--- config.mk ---
export PLATFORM = sky130hd
export DESIGN_NAME = mesh_term_sink
export DESIGN_NICKNAME = d
export VERILOG_FILES = /design/src/rtl/mesh_term_pkg.sv /design/src/rtl/term_fifo.sv /design/src/rtl/mesh_term_sink.sv
export SDC_FILE = /design/constraint.sdc
export NUM_CORES = 1
export LEC_CHECK = 0
export ABC_CLOCK_PERIOD_IN_PS = 6400
export BUFFER_PORTS_ARGS = -buffer_cell sky130_fd_sc_hd__buf_2
export CORE_ASPECT_RATIO = 0.9
export CORE_MARGIN = 10
export CORE_UTILIZATION = 55
export DETAILED_ROUTE_END_ITERATION = 16
export HOLD_SLACK_MARGIN = 0.08
export PLACE_DENSITY_LB_ADDON = 0.05
export REMOVE_ABC_BUFFERS = 1
export SKIP_LAST_GASP = 1
export SYNTH_ARGS = -nofsm -noshare
export SYNTH_HDL_FRONTEND = slang
export SYNTH_SLANG_ARGS = --single-unit
--- constraint.sdc ---
create_clock -name clk_i -period 6.4 [get_ports clk_i]
set_input_delay 0.64 -clock clk_i [delete_from_list [all_inputs] [get_ports clk_i]]
set_output_delay 0.64 -clock clk_i [all_outputs]
set_load 0.05 [all_outputs]
--- src/rtl/mesh_term_pkg.sv ---
// Shared field geometry, FSM states and destination matching for the mesh terminal sink.
package mesh_term_pkg;

  localparam int NXT_W  = 8;
  localparam int ROW_W  = 4;
  localparam int COL_W  = 4;
  localparam int DEST_W = ROW_W + COL_W;

  typedef enum logic [1:0] {
    IDLE,
    POP,
    SETTLE
  } state_t;

  // Takes only the {row,col} header field so the helper stays independent of PAKG_SIZE.
  function automatic logic is_for_me(input logic [DEST_W-1:0] pkt_dest,
                                     input logic [ROW_W-1:0]  row,
                                     input logic [COL_W-1:0]  col,
                                     input logic [DEST_W-1:0] bdcst);
    return (pkt_dest == {row, col}) || (pkt_dest == bdcst);
  endfunction

endpackage

--- src/rtl/term_fifo.sv ---
// Circular first-word-fall-through buffer with occupancy count; head reads as zero when empty.
module term_fifo
  import mesh_term_pkg::*;
#(
  parameter int WIDTH = 32,
  parameter int DEPTH = 4
) (
  input  logic                     clk_i,
  input  logic                     rst_i,
  input  logic                     wr_en,
  input  logic [WIDTH-1:0]         wr_data,
  input  logic                     rd_en,
  output logic                     rd_valid,
  output logic [WIDTH-1:0]         rd_data,
  output logic [$clog2(DEPTH):0]   count
);

  localparam int AW = $clog2(DEPTH);
  localparam int CW = AW + 1;
  localparam logic [AW-1:0] PTR_ONE = AW'(1);
  localparam logic [CW-1:0] CNT_ONE = CW'(1);

  logic [WIDTH-1:0] mem [DEPTH];
  logic [AW-1:0]    wr_ptr;
  logic [AW-1:0]    rd_ptr;
  logic             do_rd;

  assign rd_valid = (count != '0);
  assign rd_data  = rd_valid ? mem[rd_ptr] : '0;
  assign do_rd    = rd_en && rd_valid;

  always_ff @(posedge clk_i) begin
    if (rst_i && wr_en) mem[wr_ptr] <= wr_data;
  end

  always_ff @(posedge clk_i) begin
    if (!rst_i) begin
      wr_ptr <= '0;
      rd_ptr <= '0;
      count  <= '0;
    end else begin
      if (wr_en) wr_ptr <= wr_ptr + PTR_ONE;
      if (do_rd) rd_ptr <= rd_ptr + PTR_ONE;
      unique case ({wr_en, do_rd})
        2'b10:   count <= count + CNT_ONE;
        2'b01:   count <= count - CNT_ONE;
        default: count <= count;
      endcase
    end
  end

endmodule

--- src/rtl/mesh_term_sink.sv ---
// Terminal endpoint draining one mesh exit FIFO: pops with a 3-cycle handshake,
// keeps packets addressed here (or broadcast), drops and counts misrouted ones.
module mesh_term_sink
  import mesh_term_pkg::*;
#(
  parameter int               PAKG_SIZE = 32,
  parameter int               BUF_DEPTH = 4,
  parameter logic [ROW_W-1:0] ROW_ID    = 4'd1,
  parameter logic [COL_W-1:0] COL_ID    = 4'd1,
  parameter logic [DEST_W-1:0] BDCST    = 8'hFF,
  parameter int               CNT_W     = 16
) (
  input  logic                         clk_i,
  input  logic                         rst_i,
  input  logic                         enable_i,
  input  logic                         pndng_i,
  input  logic [PAKG_SIZE-1:0]         data_out_i,
  output logic                         pop_o,
  output logic                         pkt_valid_o,
  output logic [PAKG_SIZE-1:0]         pkt_data_o,
  input  logic                         pkt_ready_i,
  output logic                         misroute_o,
  output logic [CNT_W-1:0]             rx_cnt_o,
  output logic [CNT_W-1:0]             err_cnt_o,
  output logic [$clog2(BUF_DEPTH):0]   buf_cnt_o
);

  localparam int BCW = $clog2(BUF_DEPTH) + 1;
  localparam logic [BCW-1:0]   FULL_CNT = BCW'(BUF_DEPTH);
  localparam logic [CNT_W-1:0] CNT_ONE  = CNT_W'(1);

  state_t            state;
  logic [DEST_W-1:0] dest;
  logic              for_me;
  logic              wr_en;
  logic              has_room;

  assign dest     = data_out_i[PAKG_SIZE-NXT_W-1 -: DEST_W];
  assign for_me   = is_for_me(dest, ROW_ID, COL_ID, BDCST);
  assign wr_en    = (state == POP) && for_me;
  // The write lands on the POP edge, so by IDLE the count already includes it.
  assign has_room = (buf_cnt_o != FULL_CNT);

  term_fifo #(
    .WIDTH (PAKG_SIZE),
    .DEPTH (BUF_DEPTH)
  ) u_buf (
    .clk_i    (clk_i),
    .rst_i    (rst_i),
    .wr_en    (wr_en),
    .wr_data  (data_out_i),
    .rd_en    (pkt_ready_i),
    .rd_valid (pkt_valid_o),
    .rd_data  (pkt_data_o),
    .count    (buf_cnt_o)
  );

  always_ff @(posedge clk_i) begin
    if (!rst_i) begin
      state      <= IDLE;
      pop_o      <= 1'b0;
      misroute_o <= 1'b0;
      rx_cnt_o   <= '0;
      err_cnt_o  <= '0;
    end else begin
      misroute_o <= 1'b0;
      case (state)
        IDLE: begin
          if (enable_i && pndng_i && has_room) begin
            state <= POP;
            pop_o <= 1'b1;
          end
        end
        POP: begin
          pop_o <= 1'b0;
          state <= SETTLE;
          if (for_me) begin
            if (rx_cnt_o != '1) rx_cnt_o <= rx_cnt_o + CNT_ONE;
          end else begin
            misroute_o <= 1'b1;
            if (err_cnt_o != '1) err_cnt_o <= err_cnt_o + CNT_ONE;
          end
        end
        SETTLE: state <= IDLE;
        default: begin
          state <= IDLE;
          pop_o <= 1'b0;
        end
      endcase
    end
  end

endmodule

==> qor.txt <==
status = finished clean
drt via density = 5.768
DR WL/cell = 18.99 um
crit path kind = reg2reg
die width = 139.8 um
largest area contributor in the synthesized netlist = edfxtp_1
Layout Skew = 0.007036 ns
Root Driver = clkbuf_16
most frequent CP cell = or3_1
Tot GR Track Use = 16.27%
fraction of registers with async set/reset = 0%
worst rel slew slack = 30.69%
share of layout cells above drive strength 1 = 30.55%
FMAX = 340.9 MHz
Max Cap Violations = 0
Initial DRC Count = 253
FF+latch count, synth = 173
synthesized cell area = 7103 um^2
Clock Latency Late Sink = 0.42 ns
gpl congestion = 0.8258
Placed Cells = 718
ant diodes = 0
shortest period the worst path allows = 2.933 ns
number of flops mapped to enable cells by yosys = 128
H-tree lvl count = 4
syn avg cell area = 15.21 um^2
CTS sink count = 173
post-CTS resize count = 0
Post-Syn Instances = 467
Worst-Margin Slew = 1.040 ns
via count = 4326
fin. max-slew vios = 0
crit path capture type = register
# setup viols final = 0
setup bufs post-CTS = 0
setup repair after global routing missed its margin = false
Fillers = 946
Area Overhead vs Synth = 17.21%
Post-Route WL = 14240 um
maximum vdd ir drop = 0.0001887 V
most area-consuming cells after synthesis = edfxtp_1 54%, dfxtp_1 13%, mux4_2 10%, and2_1 3.2%, a21oi_1 1.7%
Pwr Total = 0.002202 W
first-pass GRT wire length = 23200 um
vias in the first global route = 4472
critical path arrival = 3.27 ns
Synth cell types = 50
utilization of the core after routing = 65.62%
placed cell areas = 7775 um^2
P per Cell Area = 264.4 nW/um^2
drt pass-1 iters = 5
top_reg_cell synth = edfxtp_1
initial antenna violation count = 1
Initial Util = 55.99%
std cell rows = 39
total CTS buffers = 17
post-route cell area = 8325 um^2
Worst path slowest cell = or3_1
Tcrit/Tclk final = 45.83%
CP startpoint kind = register
grt ovf = 0
slowest stage delay, CP = 0.82 ns
Setup Total Neg Slack = 0 ns
Nets = 619
Worst EP required = 6.73 ns
worst path cell trace = or3_1 > and2_1 > ha_1 > inv_1 > fa_1 > xor2_1 > or3_1 > a21oi_1
sequential share of the synthesized area = 66.80%
DPL Wire Length = 9132 um
peak fanout along the critical path = 34
Antenna Nets Post-Route = 0
top-area cell type share of the netlist area = 54.11%
Tightest Hold Check Type = in2reg
synth warn = 0
Buffers on Ports = 106
largest net degree at the start of global routing = 35
CTS hold repair buffers = 0
io pins = 107
final non-filler cell total = 750
Pleak = 2.927 nW
core box area = 12690 um^2
die area = 17870 um^2
Reg clk slew, reported paths = 0.06 ns
CTS tree = yes
Die Span Y = 127.8 um
Longest Clk Path Bufs = 2
Hold Vio Cnt, Final = 0
DRC violations left = 0
==> final cells by class <==
cell class | count | area (um^2) | area share, %
Clock buffer | 23 | 447.9 | 5.380
Clock inverter | 8 | 95.09 | 1.142
Inverter | 13 | 51.30 | 0.6162
Multi-Input combinational cell | 260 | 2226 | 26.74
Sequential cell | 173 | 4747 | 57.02
Tap cell | 164 | 205.2 | 2.465
Timing Repair Buffer | 109 | 553.0 | 6.643
==> power by group <==
group	switching, W	leakage [nW]	internal (W)
clock	0.000386	0.261	0.000569
combinational	0.0000289	1.15	0.0000128
sequential	0.00000122	1.51	0.00120
total	0.000416	2.93	0.00179
==> sequential cells by signal, indices dropped and copies added (netlist names), named ones only <==
register,count
u_buf.count,3
rx_cnt_o,16
misroute_o,1
err_cnt_o,16
u_buf.rd_ptr,2
u_buf.wr_ptr,2
pop_o,1
u_buf.mem,128
state,2
==> kinds of logic after synthesis <==
kind of cell / count (synthesis) / synth area share (%)
adders and majority gates: 8 / 1.515
muxes: 37 / 10.85
DFF: 173 / 66.80
and+or+nand+nor: 148 / 12.49
AOI/OAI and AO/OA: 62 / 5.795
buffers and inverters: 34 / 1.938
xor gates and xnor gates: 5 / 0.6166
==> cell usage in the layout (no fill, tap or decap), types with 5 or more instances in the layout <==
cell type,netlist,layout
nand2_1,24,24
nand2b_1,7,7
and4_1,6,6
or4_1,15,15
buf_2,6,106
nor3_1,5,5
nor2_1,11,11
clkbuf_1,14,6
inv_1,11,11
nand3_1,7,7
a21oi_1,24,24
o21ai_0,5,5
o31ai_1,15,15
clkbuf_16,0,17
edfxtp_1,128,128
or3_1,6,6
dfxtp_1,45,43
and2_1,36,36
ha_1,7,7
nand4_1,7,7
mux2i_1,5,5
and3_1,10,6
mux4_2,32,32
==> layer usage <==
layer | share of wire (%) | vias up | track usage (%) | wire (um)
met5 | 0.091 | - | 0 | 13
met4 | 0.87 | 2 | 4.066 | 124
li1 | - | 2050 | - | -
met1 | 42 | 2142 | 19.54 | 5918
met3 | 7.6 | 11 | 6.926 | 1077
met2 | 50 | 121 | 26.64 | 7110
==> Yosys cell counts, drive strengths merged, types with 2 or more instances <==
library cell and n:
a21oi 24, and2 37, and3 10, and4 6, buf 7, clkbuf 14, dfxtp 45, edfxtp 128
ha 7, inv 12, mux2i 5, mux4 32, nand2 24, nand2b 7, nand3 7, nand4 7
nor2 11, nor3 5, nor4 5, o211ai 2, o21a 3, o21ai 5, o311ai 3, o31ai 15
o41ai 4, or3 6, or4 16, xnor2 2, xor2 3
==> critical path, delay by kind of cell, from the launching register on <==
| kind | cells | cell delay [ns] |
|---|---|---|
| AND/OR/NAND/NOR | 3 | 1.46 |
| adder cells (fa/ha/maj) | 2 | 0.59 |
| flip-flops | 1 | 0.39 |
| AO/OA/AOI/OAI | 1 | 0.19 |
| XOR/XNOR | 1 | 0.17 |
| buffers and inverters | 1 | 0.06 |
==> through the flow <==
stage                     setup slack [ns]  hold WS (ns)
after floorplan                      3.347        0.4692
after global placement               3.417        0.4740
after detailed placement             3.267        0.4692
after CTS                            3.398        0.4242
after global routing                 3.193        0.4257
final                                3.467        0.4406
==> final timing paths <==
path         cells past startpoint               end  slack, ns           start
min reg2reg                      1             pop_o       0.49           pop_o
min                              1  u_buf.mem[1][28]       0.44  data_out_i[28]
max reg2reg                      8    u_buf.count[2]       3.47  u_buf.count[2]
max                              8    u_buf.count[2]       3.47  u_buf.count[2]
Power figures use the tool's default switching activity.
